**config.mk**
```make
export PLATFORM = sky130hd
export DESIGN_NAME = aer_spike_frame_decoder
export DESIGN_NICKNAME = d
export VERILOG_FILES = /design/src/rtl/aer_spike_frame_decoder.sv
export SDC_FILE = /design/constraint.sdc
export NUM_CORES = 1
export LEC_CHECK = 0
export ABC_AREA = 1
export BUFFER_PORTS_ARGS = -buffer_cell sky130_fd_sc_hd__buf_2
export CAP_MARGIN = 20
export CORE_MARGIN = 4
export CORE_UTILIZATION = 60
export DETAILED_ROUTE_END_ITERATION = 6
export GPL_TIMING_DRIVEN = 0
export PLACE_DENSITY = 0.81
export RECOVER_POWER = 100
export SYNTH_ARGS = -nofsm -noshare
export SYNTH_HDL_FRONTEND = slang
export SYNTH_SLANG_ARGS = --single-unit
```
**constraint.sdc**
```tcl
create_clock -name clk -period 4.5 [get_ports clk]
set_input_delay 0.675 -clock clk [delete_from_list [all_inputs] [get_ports clk]]
set_output_delay 0.675 -clock clk [all_outputs]
set_load 0.01 [all_outputs]
```
**src/rtl/aer_spike_frame_decoder.sv**
```systemverilog
// aer_spike_frame_decoder
//   Collects AER spike events into an N-bit spike frame and hands the frame
//   to the neuron array on every timestep tick.
//   Events pass through a small FIFO, one entry is decoded per cycle and ORed
//   into an accumulator. On a tick, the events already queued or accepted that
//   cycle are drained into the current frame. The frame is then published
//   through a single valid/ready output slot.
//
// Ports
//   clk, rst                 clock, synchronous active-high reset
//   ev_valid/ev_ready        event handshake (ev_ready = FIFO not full)
//   ev_addr, ev_bcast        neuron index / broadcast-to-all flag
//   tick                     end-of-timestep strobe
//   frame_valid/frame_ready  output slot handshake
//   frame                    spike vector, bit i = neuron i spiked
//   err_addr                 sticky, an out-of-range address was decoded
//   tick_drop                sticky, a tick arrived while not accumulating
//
// state | meaning
// ACCUM | decode events as they arrive, wait for tick
// DRAIN | decode the drain_cnt events that belong to the closing frame
// EMIT  | wait for the output slot, then publish acc as the new frame
module aer_spike_frame_decoder #(
    parameter int N     = 8,
    parameter int DEPTH = 4,
    localparam int M    = $clog2(N)
) (
    input  logic         clk,
    input  logic         rst,
    input  logic         ev_valid,
    output logic         ev_ready,
    input  logic [M-1:0] ev_addr,
    input  logic         ev_bcast,
    input  logic         tick,
    output logic         frame_valid,
    input  logic         frame_ready,
    output logic [N-1:0] frame,
    output logic         err_addr,
    output logic         tick_drop
);

    localparam int PW = $clog2(DEPTH);
    localparam int CW = PW + 1;
    localparam logic [CW-1:0] DEPTH_C = CW'(DEPTH);

    typedef enum logic [1:0] {ACCUM, DRAIN, EMIT} state_t;

    state_t        state, state_nxt;
    logic [M:0]    mem [DEPTH];
    logic [PW-1:0] wr_ptr, rd_ptr;
    logic [CW-1:0] count, drain_cnt, drain_nxt;
    logic [N-1:0]  acc;

    logic          push, pop, slot_free, load;
    logic [M:0]    head;
    logic          head_bcast;
    logic [M-1:0]  head_addr;
    logic          head_in_range;
    logic [N-1:0]  head_onehot;

    assign ev_ready      = (count != DEPTH_C);
    assign push          = ev_valid && ev_ready;
    assign pop           = ((state == ACCUM) || (state == DRAIN)) && (count != '0);
    assign slot_free     = !frame_valid || frame_ready;
    assign load          = (state == EMIT) && slot_free;

    assign head          = mem[rd_ptr];
    assign head_bcast    = head[M];
    assign head_addr     = head[M-1:0];
    assign head_in_range = (32'(head_addr) < N);
    assign head_onehot   = {{(N-1){1'b0}}, 1'b1} << head_addr;

    always_ff @(posedge clk) begin
        if (rst) begin
            state     <= ACCUM;
            drain_cnt <= '0;
        end else begin
            state     <= state_nxt;
            drain_cnt <= drain_nxt;
        end
    end

    always_comb begin
        state_nxt = state;
        drain_nxt = drain_cnt;
        case (state)
            ACCUM: begin
                if (tick) begin
                    // The tick-cycle push belongs to the frame being closed.
                    drain_nxt = count + CW'(push) - CW'(pop);
                    state_nxt = (drain_nxt == '0) ? EMIT : DRAIN;
                end
            end
            DRAIN: begin
                // drain_cnt never exceeds count, so pop is always true here.
                if (pop) begin
                    drain_nxt = drain_cnt - CW'(1);
                    if (drain_cnt == CW'(1)) state_nxt = EMIT;
                end
            end
            EMIT: begin
                if (load) state_nxt = ACCUM;
            end
            default: state_nxt = ACCUM;
        endcase
    end

    always_ff @(posedge clk) begin
        if (push) mem[wr_ptr] <= {ev_bcast, ev_addr};
    end

    always_ff @(posedge clk) begin
        if (rst) begin
            wr_ptr      <= '0;
            rd_ptr      <= '0;
            count       <= '0;
            acc         <= '0;
            frame       <= '0;
            frame_valid <= 1'b0;
            err_addr    <= 1'b0;
            tick_drop   <= 1'b0;
        end else begin
            if (push) wr_ptr <= wr_ptr + PW'(1);
            if (pop)  rd_ptr <= rd_ptr + PW'(1);
            count <= count + CW'(push) - CW'(pop);

            if (load) begin
                acc <= '0;
            end else if (pop) begin
                if (head_bcast)         acc <= '1;
                else if (head_in_range) acc <= acc | head_onehot;
            end
            if (pop && !head_bcast && !head_in_range) err_addr <= 1'b1;

            if (load) begin
                frame       <= acc;
                frame_valid <= 1'b1;
            end else if (frame_valid && frame_ready) begin
                frame_valid <= 1'b0;
            end

            if (tick && (state != ACCUM)) tick_drop <= 1'b1;
        end
    end

endmodule

```
# Yosys cells after proc, flatten, opt, wreduce, memory -nomap -nowiden
# Memories as Yosys holds them, arrays and structs flattened. A register that Yosys moved wholly into a read port is not among the register bits.
# Cells that the tools add are included.
# classes
add_sub_neg	5
n_mul	0
n_div	0
n_lt_le_gt_ge	0
n_eq_ne	8
shifts	1
n_mux	16
n_bitwise	1
reduce_logical	17
# ops
cell	n
2-bit 2-to-1 mux	7
8-bit 2-to-1 mux	1
8-bit bitwise OR	1
1-bit by 3-bit << shifter with 8-bit output (first input constant)	1
3-bit 2-to-1 mux	2
2-bit inequality test (second input constant)	3
2-bit case mux with 3 select lines	1
3-bit case mux with 2 select lines	1
2-bit nonzero test	3
1-bit logical AND	5
2-bit by 1-bit adder with 2-bit output (second input constant)	2
1-bit 2-to-1 mux	4
4-bit AND reduction	1
3-bit by 1-bit adder with 3-bit output	1
3-bit by 1-bit == test with 1-bit output (second input constant)	1
3-bit zero test	1
3-bit inequality test (second input constant)	1
3-bit AND reduction	1
3-bit nonzero test	1
3-bit by 1-bit subtractor with 3-bit output	1
3-bit by 1-bit subtractor with 3-bit output (second input constant)	1
2-bit by 1-bit == test with 1-bit output (second input constant)	1
2-bit == test (second input constant)	1
2-bit zero test	1
4 further kinds	5
# word_totals
ff_bits	30
latch_bits	0
ram_bits	16
mem_bits_ro	0
inputBits	9
output_inout_bits	12
elab_cells	58
memories	1
# memory_table
name	depth	word_bits	read_ports	rd_ports_with_merged_regs	write_ports	line	rtl
mem	4	4	1	1	1	49	logic [M:0] mem [DEPTH];

# Longest topological paths before layout
# Gate-level depths: netlist of run 1.
# logic_depth
depth_word	8
mapped_depth	14

# Worst setup path after synthesis of run 1
# No wires, ideal clock.
# synth_timing
kind	input to register
startpoint	input ev_valid
endpoint	register drain_cnt[2]
setup_time_ns	0.064
arrival_time_ns	2.199
setup_slack_ns	2.237
path_stages	11
path_buffers	0
path_cell_list	nand2_1 > ha_1 > inv_1 > ha_1 > fa_1 > nand3b_1 > nand2_1 > inv_1 > o21ai_0 > nor2_1 > nor2_1
# synth_via
elab_chain_len	5
# synth_lines
item	line	rtl
start: declaration	30	input logic ev_valid,
1-bit logical AND	62	assign push = ev_valid && ev_ready;
3-bit by 1-bit adder with 3-bit output	90	drain_nxt = count + CW'(push) - CW'(pop);
3-bit by 1-bit subtractor with 3-bit output	90	
3-bit 2-to-1 mux	88	if (tick) begin
3-bit case mux with 2 select lines	86	case (state)
end signal: assignment	79	drain_cnt <= drain_nxt;
end: declaration	51	logic [CW-1:0] count, drain_cnt, drain_nxt;
# No other way between the ends. The select of a mux whose other input is x is not followed.
# A chain may end at the register's enable or synchronous reset.

# Worst setup path after layout of run 1
# layout_timing
startpoint	register count[1]
endpoint	register drain_cnt[2]
# layout_via
elab_cells_between_ends	10
classes_between	2 x add/sub; 2 x eq/ne; 2 x mux; 4 x reduce/logical
# layout_lines
item	line	rtl
start: declaration	51	
start signal: assignment	125	count <= count + CW'(push) - CW'(pop);
3-bit nonzero test (*)	63	assign pop = ((state == ACCUM) || (state == DRAIN)) && (count != '0);
1-bit logical AND (*)	63	
net pop	54	logic push, pop, slot_free, load;
3-bit by 1-bit subtractor with 3-bit output	90	
3-bit 2-to-1 mux	88	
3-bit case mux with 2 select lines	86	
# Mark *: on every way through the listed nets, which the timed path passes. The rest lies on a longest branch. The select of a mux whose other input is x is not followed.

==> flow_metrics.tcl, run 1 <==
set metrics [dict create \
    syn_area_per_cell_um2 8.21 \
    synth_cell_types 26 \
    grt_pass1_vias 1522 \
    wire_per_inst_um 11.1 \
    initial_core_util_pct 63.9 \
    yosysMostFrequentCell "nand2_1" \
    leakage_nw 1.06 \
    drtPass1Iterations 4 \
    cts.sinks 48 \
    root_buffer "clkbuf_4" \
    cts_setup_buffers 0 \
    fin_tns_setup_ps 0 \
    routed_via_density 4.93 \
    fin_skew_ps 14.4 \
    syn_area_um2 2180 \
    syn_nets 284 \
    tightestPinTransition_ps 568 \
    status "complete, no violations" \
    drv_cap 0 \
    synth.largest_area_cell "dfxtp_1" \
    num-nets-final 309 \
    netlist_top_cells_count "nand2_1 (58), inv_1 (37), dfxtp_1 (32)" \
    grtUsageTotal_pct 18.9 \
    ant_nets 0 \
    placed_cell_area_um2 2330 \
    p_clk_share_pct 15.4 \
    crit_path_start_kind "register" \
    diodes 0 \
    vias 1667 \
    cts_tree "yes" \
    holdPathStages 2 \
    h-tree-depth 2 \
    cts_resized 0 \
    total_power_mw 1.63 \
    crit_path_end_kind "register" \
    antenna_found_initial 0 \
    drc 0 \
    power.switching_mw 0.683 \
    routed_wl_mm 3.76 \
    yosysTopAreaCellShare_pct 29.3 \
    die_area_um2 4670 \
    final_area_um2 2380 \
    arrival_ps 3070 \
    syn_inst 266 \
    slew_headroom_pct 61.9 \
    path_clk_slew_ps 140 \
    synth_seq_cells 48 \
    vdd_drop_max_mv 0.466 \
    grt_pass1_wl_mm 6.39 \
    port_buffers 18 \
    timing.final.crit_share_pct 61.3 \
    boundaryPins 21 \
    crit_slowest_cell "ha_1" \
    max_stage_delay_ps 400 \
    cts.hold.buffers_added 0 \
    synth_edf_count 16 \
    p_sw_share_pct 42.0 \
    crit_type "register to register" \
    dp.cells 330 \
    synthArstFlopShare_pct 0 \
    path_max_fanout 10 \
    path_common_cell "inv_1" \
    synthFlopType "dfxtp_1" \
    syn_to_final_growth_pct 8.88 \
    ys_top_cells_by_area "dfxtp_1 (29%), edfxtp_1 (22%), nand2_1 (10%)" \
    worst-r2r-cell-count 14 \
    yosys_warnings 0 \
    p_int_mw 0.945 \
    place_congestion 0.915 \
    die_h_um 68.3 \
    hold_viol_final 0 \
    rows 21 \
    crit_chain "inv_1, nand3_1, nand2_1, clkinvlp_2, ha_1, inv_1, ha_1, fa_1, nand3b_1, nand2_1, inv_1, o21ai_0, nor2_1, nor2_1" \
    seq_power_share_pct 38.1 \
    core_area_um2 3420 \
    p_comb_share_pct 46.6 \
    cp.required_ps 4810 \
    hold_path.class "register to register" \
    insertion_delay_ps 360 \
    dp_hpwl_mm 2.75 \
    clock_tree.buffer_depth 2 \
    rsz0062_at_grt "false" \
    post-route-min-period_ps 2760 \
    p_per_area_nw_per_um2 685 \
    grt_max_degree 16 \
    fin_cells 338 \
    grt.overflow.total 0 \
    numCtsBuffers 5 \
    setup_violations 0 \
    ys_seq_area_share_pct 51.3 \
    fp.dieW_um 68.3 \
    clock.fmax_mhz 363 \
    drt_iter0_drc 107 \
    drive_gt1_share_pct 10.6 \
    slew_viol_final 0 \
]
[cell type report]
type,instances,area (µm²)
Buffer,6,38.8
Timing Repair Buffer,18,72.6
Inverter,44,166
Tap cell,46,57.6
Fill cell,293,1040
Multi-Input combinational cell,168,842
Clock buffer,5,37.5
Clock inverter,3,41.3
Sequential cell,48,1120
[flip-flops by register name (all words and copies together) (netlist names), 2 cells and up, named ones only]
register and flops:
drain_cnt 3, rd_ptr 2, frame 8, count 3, state 2, mem 16, wr_ptr 2, acc 8
[metrics by stage]
step	setup WS [ps]	hold slack (ps)	util (%)
2_1_floorplan	2240	429	-
3_3_place_gp	2040	441	68.2
3_5_place_dp	2010	448	68.2
4_1_cts	2120	464	70.5
5_1_grt	1430	462	69.6
6_report	1740	463	69.6
[cells by family after synthesis]
family / share of synthesized area, %
other: 0.172
AO/OA/AOI/OAI: 10.5
buffers and inverters: 9.63
adder cells (fa/ha/maj): 5.50
flip-flops: 51.3
AND/OR/NAND/NOR: 22.8
[routing by layer]
metal	vias up	track usage (%)	part of all wire [%]
li1	904	-	-
met1	733	21.6	44
met2	26	32.4	50
met3	4	6.57	4.4
met4	0	7.20	1.1
met5	-	0	0
[final timing paths]
kind	startpoint	slack, ps	endpoint
min reg2reg	acc[6]	460	frame[6]
max reg2reg	count[1]	1740	drain_cnt[2]
max	count[1]	1740	drain_cnt[2]
min	acc[6]	460	frame[6]
[placed cells by master, fill, tap and decap left out, types with 2 or more instances in the layout]
master    netlist  final
inv_1          37     38
buf_4           3      2
clkbuf_1        0     16
o21ai_1         4      2
buf_2           2      5
ha_1            8      8
nand3_1        24     24
clkbuf_4        0      5
dfxtp_1        32     32
inv_2           5      4
edfxtp_1       16     16
a21oi_1        24     24
nand2_2         9      8
nor2_1         16     17
o21ai_0        15     17
nand4_1         2      2
nand2_1        58     59
[critical path, delay by kind of cell, from the launching register on]
kind | cells | cell delay [ps]
AO/OA/AOI/OAI | 1 | 140
buffers and inverters | 4 | 570
adder cells (fa/ha/maj) | 3 | 950
AND/OR/NAND/NOR | 6 | 720
flip-flops | 1 | 330
[power groups by stage]
stage | combinational, mW | sequential [mW] | clock, mW
2_1_floorplan | 0.603 | 0.631 | 0
3_3_place_gp | 0.758 | 0.626 | 0
3_5_place_dp | 0.774 | 0.630 | 0
4_1_cts | 0.781 | 0.621 | 0.254
5_1_grt | 0.888 | 0.633 | 0.278
6_report | 0.758 | 0.620 | 0.250
No activity file was read; power rests on OpenSTA's default activity.
==> inputs of run 2 (changes only) <==
--- a/config.mk
+++ b/config.mk
@@ -9,10 +9,10 @@
 export BUFFER_PORTS_ARGS = -buffer_cell sky130_fd_sc_hd__buf_2
 export CAP_MARGIN = 20
 export CORE_MARGIN = 4
-export CORE_UTILIZATION = 60
+export CORE_UTILIZATION = 58
 export DETAILED_ROUTE_END_ITERATION = 6
 export GPL_TIMING_DRIVEN = 0
-export PLACE_DENSITY = 0.81
+export PLACE_DENSITY = 0.78
 export RECOVER_POWER = 100
 export SYNTH_ARGS = -nofsm -noshare
 export SYNTH_HDL_FRONTEND = slang
==> constraint.sdc (replaced) <==
create_clock -name clk -period 2.75 [get_ports clk]
set_input_delay 0.4125 -clock clk [delete_from_list [all_inputs] [get_ports clk]]
set_output_delay 0.4125 -clock clk [all_outputs]
set_load 0.01 [all_outputs]
==> run 2 against run 1 <==
  * Power grew 63%
  * Cell area grew 0.84%
  * Cell count grew 0.59%
  * Clock-buffer cell count is the same
  * Clock skew shrank 11 ps
  * Fmax grew 15%
  * Clock power grew 62%
  * Critical path depth is the same
  * Core utilization shrank 4.1 points
  * Critical endpoint unchanged
  * Highest routed layer unchanged
==> flow_metrics.tcl, run 2 (synthesis results as in run 1) <==
set metrics [dict create \
    slew_headroom_pct 46.2 \
    vdd_drop_max_mv 0.533 \
    tightestPinTransition_ps 799 \
    cts_resized 0 \
    drt_iter0_drc 112 \
    cts_setup_buffers 0 \
    leakage_nw 1.07 \
    boundaryPins 21 \
    dp_hpwl_mm 2.70 \
    clock_tree.buffer_depth 2 \
    insertion_delay_ps 290 \
    root_buffer "clkbuf_8" \
    cp.required_ps 2990 \
    drtPass1Iterations 4 \
    post-route-min-period_ps 2400 \
    r2r_slack_ps 350 \
    drive_gt1_share_pct 11.6 \
    cts_tree "yes" \
    crit_type "register to register" \
    post-place-ws_ps 366 \
    hold_viol_final 0 \
    timing.final.crit_share_pct 87.2 \
    dp.cells 332 \
    met3_usage_pct 5.22 \
    die_h_um 69.4 \
    n_fill_cell 317 \
    final_area_um2 2400 \
    drc 0 \
    fin_cells 340 \
    fp.dieW_um 69.4 \
    mostFrequentLayoutCell "nand2_1" \
    place_congestion 0.839 \
    p_clk_share_pct 15.3 \
    regMostFlops "mem" \
    vias 1653 \
    path_clk_slew_ps 80 \
    grt_pass1_wl_mm 6.06 \
    wire_per_inst_um 10.4 \
    p_comb_share_pct 46.4 \
    rsz0062_at_grt "false" \
    grt.overflow.total 0 \
    grt.busiest_layer "met2" \
    clock.fmax_mhz 417 \
    crit_path_start_kind "register" \
    initial_core_util_pct 59.6 \
    numCtsBuffers 5 \
    grtUsageMet2_pct 24.7 \
    p_per_area_nw_per_um2 1110 \
    p_sw_share_pct 42.1 \
    setup_ws_ps 351 \
    power.switching_mw 1.12 \
    top_regs "mem: 16 flops, acc: 8 flops, frame: 8 flops" \
    mostFrequentLayoutCells "nand2_1 (58), inv_1 (37), dfxtp_1 (32), nand3_1 (24), a21oi_1 (24)" \
    drv_cap 0 \
    seq_power_share_pct 38.3 \
    slew_viol_final 0 \
    hold_path.class "input pin to register" \
    antenna_found_initial 0 \
    holdWs_ps 379 \
    fin_skew_ps 3.04 \
    ant_nets 0 \
    routed_via_density 4.86 \
    setup_violations 0 \
    routed_wl_mm 3.53 \
    cts.sinks 48 \
    diodes 0 \
    rows 22 \
    syn_to_final_growth_pct 9.80 \
    grtUsageMet1_pct 19.6 \
    core_area_um2 3660 \
    num-nets-final 309 \
    placed_cell_area_um2 2330 \
    port_buffers 18 \
    cts.hold.buffers_added 0 \
    largest_reg_flops 16 \
    status "complete, no violations" \
    grt_max_degree 17 \
    path_max_fanout 10 \
    arrival_ps 2640 \
    h-tree-depth 2 \
    crit_path_end_kind "register" \
    grtUsageTotal_pct 15.5 \
    grt_pass1_vias 1439 \
    p_int_mw 1.54 \
    fin_tns_setup_ps 0 \
    die_area_um2 4810 \
]
## run 2: layer usage
layer | vias to the layer above | wire length, µm
met5 | - | 0
met4 | 0 | 22
met3 | 2 | 164
met2 | 29 | 1610
met1 | 724 | 1740
li1 | 898 | -
## run 2: layout make-up
cell class | count | area, µm² | area share, %
sequential | 48 | 1120 | 46.8
multi-input combinational | 168 | 845 | 35.2
inverter | 44 | 166 | 6.94
timing repair buffer | 18 | 72.6 | 3.03
clock buffer | 5 | 68.8 | 2.87
tap | 48 | 60.1 | 2.51
buffer | 6 | 40.0 | 1.67
clock inverter | 3 | 23.8 | 0.992
## run 2: worst paths after layout
| kind | startpoint | to | cells after the start |
|---|---|---|---|
| setup reg to reg | count[2] | drain_cnt[2] | 14 |
| setup / recovery | count[2] | drain_cnt[2] | 14 |
| hold / removal | tick | tick_drop | 3 |
| hold reg to reg | acc[7] | frame[7] | 2 |
## run 2: worst max-delay path, cell delays in order, from the launching register on
cell and delay [ps]:
dfxtp_1 330, inv_1 80, nand3_1 130, nand2_2 160, clkinv_2 160, ha_1 300, inv_1 40, ha_1 180
fa_1 380, nand3b_1 180, nand2_1 70, inv_1 50, o21ai_0 140, nor2_1 70, nor2_1 70
## run 2: stage by stage
stage | power [mW] | utilization, %
2_1_floorplan | 2.02 | -
5_1_grt | 2.95 | 65.5
3_5_place_dp | 2.28 | 63.7
4_1_cts | 2.70 | 66.3
3_3_place_gp | 2.24 | 63.7
6_report | 2.66 | 65.5
## run 2: power groups by stage
stage	clock network [mW]	logic (mW)	registers, mW
floorplan	0	0.987	1.03
global placement	0	1.22	1.03
detailed placement	0	1.25	1.03
CTS	0.421	1.26	1.02
global route	0.451	1.46	1.04
finish	0.406	1.23	1.02
==> inputs of run 3 (changes only) <==
--- a/config.mk
+++ b/config.mk
@@ -5,14 +5,13 @@
 export SDC_FILE = /design/constraint.sdc
 export NUM_CORES = 1
 export LEC_CHECK = 0
-export ABC_AREA = 1
 export BUFFER_PORTS_ARGS = -buffer_cell sky130_fd_sc_hd__buf_2
 export CAP_MARGIN = 20
 export CORE_MARGIN = 4
-export CORE_UTILIZATION = 58
+export CORE_UTILIZATION = 60
 export DETAILED_ROUTE_END_ITERATION = 6
 export GPL_TIMING_DRIVEN = 0
-export PLACE_DENSITY = 0.78
+export PLACE_DENSITY = 0.81
 export RECOVER_POWER = 100
 export SYNTH_ARGS = -nofsm -noshare
 export SYNTH_HDL_FRONTEND = slang
==> constraint.sdc (replaced) <==
create_clock -name clk -period 2.9 [get_ports clk]
set_input_delay 0.435 -clock clk [delete_from_list [all_inputs] [get_ports clk]]
set_output_delay 0.435 -clock clk [all_outputs]
set_load 0.01 [all_outputs]
==> run 3 against run 2 <==
  * Non-clock buffer count rose by 1
  * Fmax fell by 11%
  * Combinational power fell by 27%
  * Core utilization rose by 4.6 points
  * Setup slack got worse by 160 ps
  * Clock-buffer cell count rose by 2
  * Worst hold slack got worse by 35 ps
==> flow_metrics.tcl, run 3 <==
set metrics [dict create \
    synth_seq_cells 48 \
    ant_nets 0 \
    path_buf_inv 2 \
    final_area_um2 2190 \
    regMostFlops "mem" \
    boundaryPins 21 \
    cts.sinks 48 \
    crit_slowest_cell "or3b_1" \
    postLayoutCoreUtil_pct 70.0 \
    numCtsBuffers 5 \
    fin_tns_setup_ps 0 \
    drt_iter0_drc 100 \
    die_h_um 66.0 \
    path_clk_slew_ps 120 \
    wire_per_inst_um 14.9 \
    num-nets-final 212 \
    grt_pass1_wl_mm 6.14 \
    fp.dieW_um 66.0 \
    clock_tree.buffer_depth 2 \
    cts_tree "yes" \
    syn_to_final_growth_pct 8.56 \
    netlist_top_cells_count "dfxtp_1 (32), nor2_1 (19), edfxtp_1 (16)" \
    setup_violations 0 \
    syn_area_per_cell_um2 11.9 \
    tightestPinTransition_ps 617 \
    vias 1317 \
    cts_setup_buffers 0 \
    hold_viol_final 0 \
    p_per_area_nw_per_um2 993 \
    vdd_drop_max_mv 0.540 \
    drv_cap 0 \
    grt.overflow.total 0 \
    mostFrequentLayoutCell "dfxtp_1" \
    crit_path_end_kind "register" \
    ys_seq_area_share_pct 55.5 \
    cts_resized 0 \
    crit_path_start_kind "register" \
    path_max_fanout 6 \
    grt_pass1_vias 1380 \
    clock.fmax_mhz 370 \
    dp.cells 231 \
    leakage_nw 0.817 \
    h-tree-depth 2 \
    grtUsageTotal_pct 18.8 \
    synthArstFlopShare_pct 0 \
    rows 20 \
    synthFlopType "dfxtp_1" \
    crit_family "simple AND/OR/NAND/NOR gates" \
    slew_headroom_pct 58.9 \
    drive_gt1_share_pct 10.3 \
    diodes 0 \
    synth_cell_types 35 \
    yosysMostFrequentCell "dfxtp_1" \
    cts.hold.buffers_added 0 \
    mostFrequentLayoutCells "dfxtp_1 (32), clkbuf_1 (21), nor2_1 (20), edfxtp_1 (16), inv_1 (9)" \
    ys_top_cells_by_area "dfxtp_1 (32%), edfxtp_1 (24%), ha_1 (5.0%)" \
    max_stage_delay_ps 450 \
    core_area_um2 3130 \
    n_fill_cell 239 \
    post-route-min-period_ps 2710 \
    yosys_warnings 0 \
    synth.largest_area_cell "dfxtp_1" \
    routed_via_density 5.51 \
    insertion_delay_ps 360 \
    syn_nets 187 \
    crit_type "register to register" \
    fin_cells 239 \
    syn_area_um2 2020 \
    timing.final.crit_share_pct 93.3 \
    rsz0062_at_grt "false" \
    place_congestion 0.759 \
    synth_edf_count 16 \
    antenna_found_initial 0 \
    drc 0 \
    yosysTopAreaCellShare_pct 31.7 \
    arrival_ps 2940 \
    crit_chain "or3b_1, and2_0, inv_1, ha_1, inv_1, ha_1, fa_1, xor3_1, nor2_1, o21ai_0, a21oi_1" \
    routed_wl_mm 3.56 \
    multi_input_area_um2 821 \
    syn_inst 169 \
    grt_max_degree 15 \
    status "complete, no violations" \
    die_area_um2 4360 \
    final-seq-area_um2 1120 \
    top_regs "mem: 16 flops, acc: 8 flops, frame: 8 flops" \
    cp.required_ps 3140 \
    slew_viol_final 0 \
    hold_path.class "input pin to register" \
    root_buffer "clkbuf_4" \
    largest_reg_flops 16 \
    fin_skew_ps 14.6 \
    initial_core_util_pct 64.5 \
    drtPass1Iterations 4 \
    port_buffers 18 \
    placed_cell_area_um2 2160 \
    dp_hpwl_mm 2.70 \
]
-- run 3: logic make-up (layout without fill, tap and decap cells) --
group	count (synthesis)	in the layout	synth area share [%]
adders and majority gates	9	9	5.95
other	1	1	0.186
xor gates and xnor gates	4	4	2.48
muxes	12	12	8.43
and+or+nand+nor	53	53	14.8
buffers and inverters	16	42	3.66
DFF	48	48	55.5
AOI/OAI and AO/OA	26	26	8.93
-- run 3: final cells by class --
| cell class | count | area share (%) |
|---|---|---|
| repair buffers | 18 | 3.26 |
| plain buffers | 7 | 1.71 |
| well taps | 44 | 2.51 |
| inverters | 9 | 1.54 |
| clock inverters | 1 | 0.228 |
| flip-flops and latches | 48 | 51.2 |
| multi-input cells | 105 | 37.5 |
| clock buffers | 7 | 2.11 |
-- run 3: worst paths after layout --
kind                                   start      endpoint  slack, ps  depth (start not counted)
worst min-delay path                ev_bcast     mem[0][3]        340                          1
worst max register to register      count[2]  drain_cnt[2]        190                         11
worst min register to register  drain_cnt[1]  drain_cnt[1]        470                          2
worst max-delay path                count[2]  drain_cnt[2]        190                         11
-- run 3: stage by stage --
stage | hold slack (ps) | total power, mW | worst slack [ps]
2_1_floorplan | 432 | 1.68 | 498
3_3_place_gp | 434 | 1.83 | 415
3_5_place_dp | 454 | 1.90 | 364
4_1_cts | 282 | 2.20 | 238
5_1_grt | 317 | 2.36 | 13.7
6_report | 344 | 2.17 | 194
-- run 3: power breakdown --
group	leakage (nW)	switching [mW]	internal (mW)
registers	0.410	0.115	0.865
logic	0.375	0.480	0.422
clock network	0.0322	0.194	0.0981
total	0.817	0.789	1.39
-- run 3: per-layer routing --
metal	up-vias	wire length [µm]	global-route usage, %	share of wire [%]
met5	-	0	0	0
met4	0	32	5.08	0.90
met3	5	174	6.12	4.9
met2	24	1860	33.0	52
met1	641	1490	22.0	42
li1	647	-	-	-
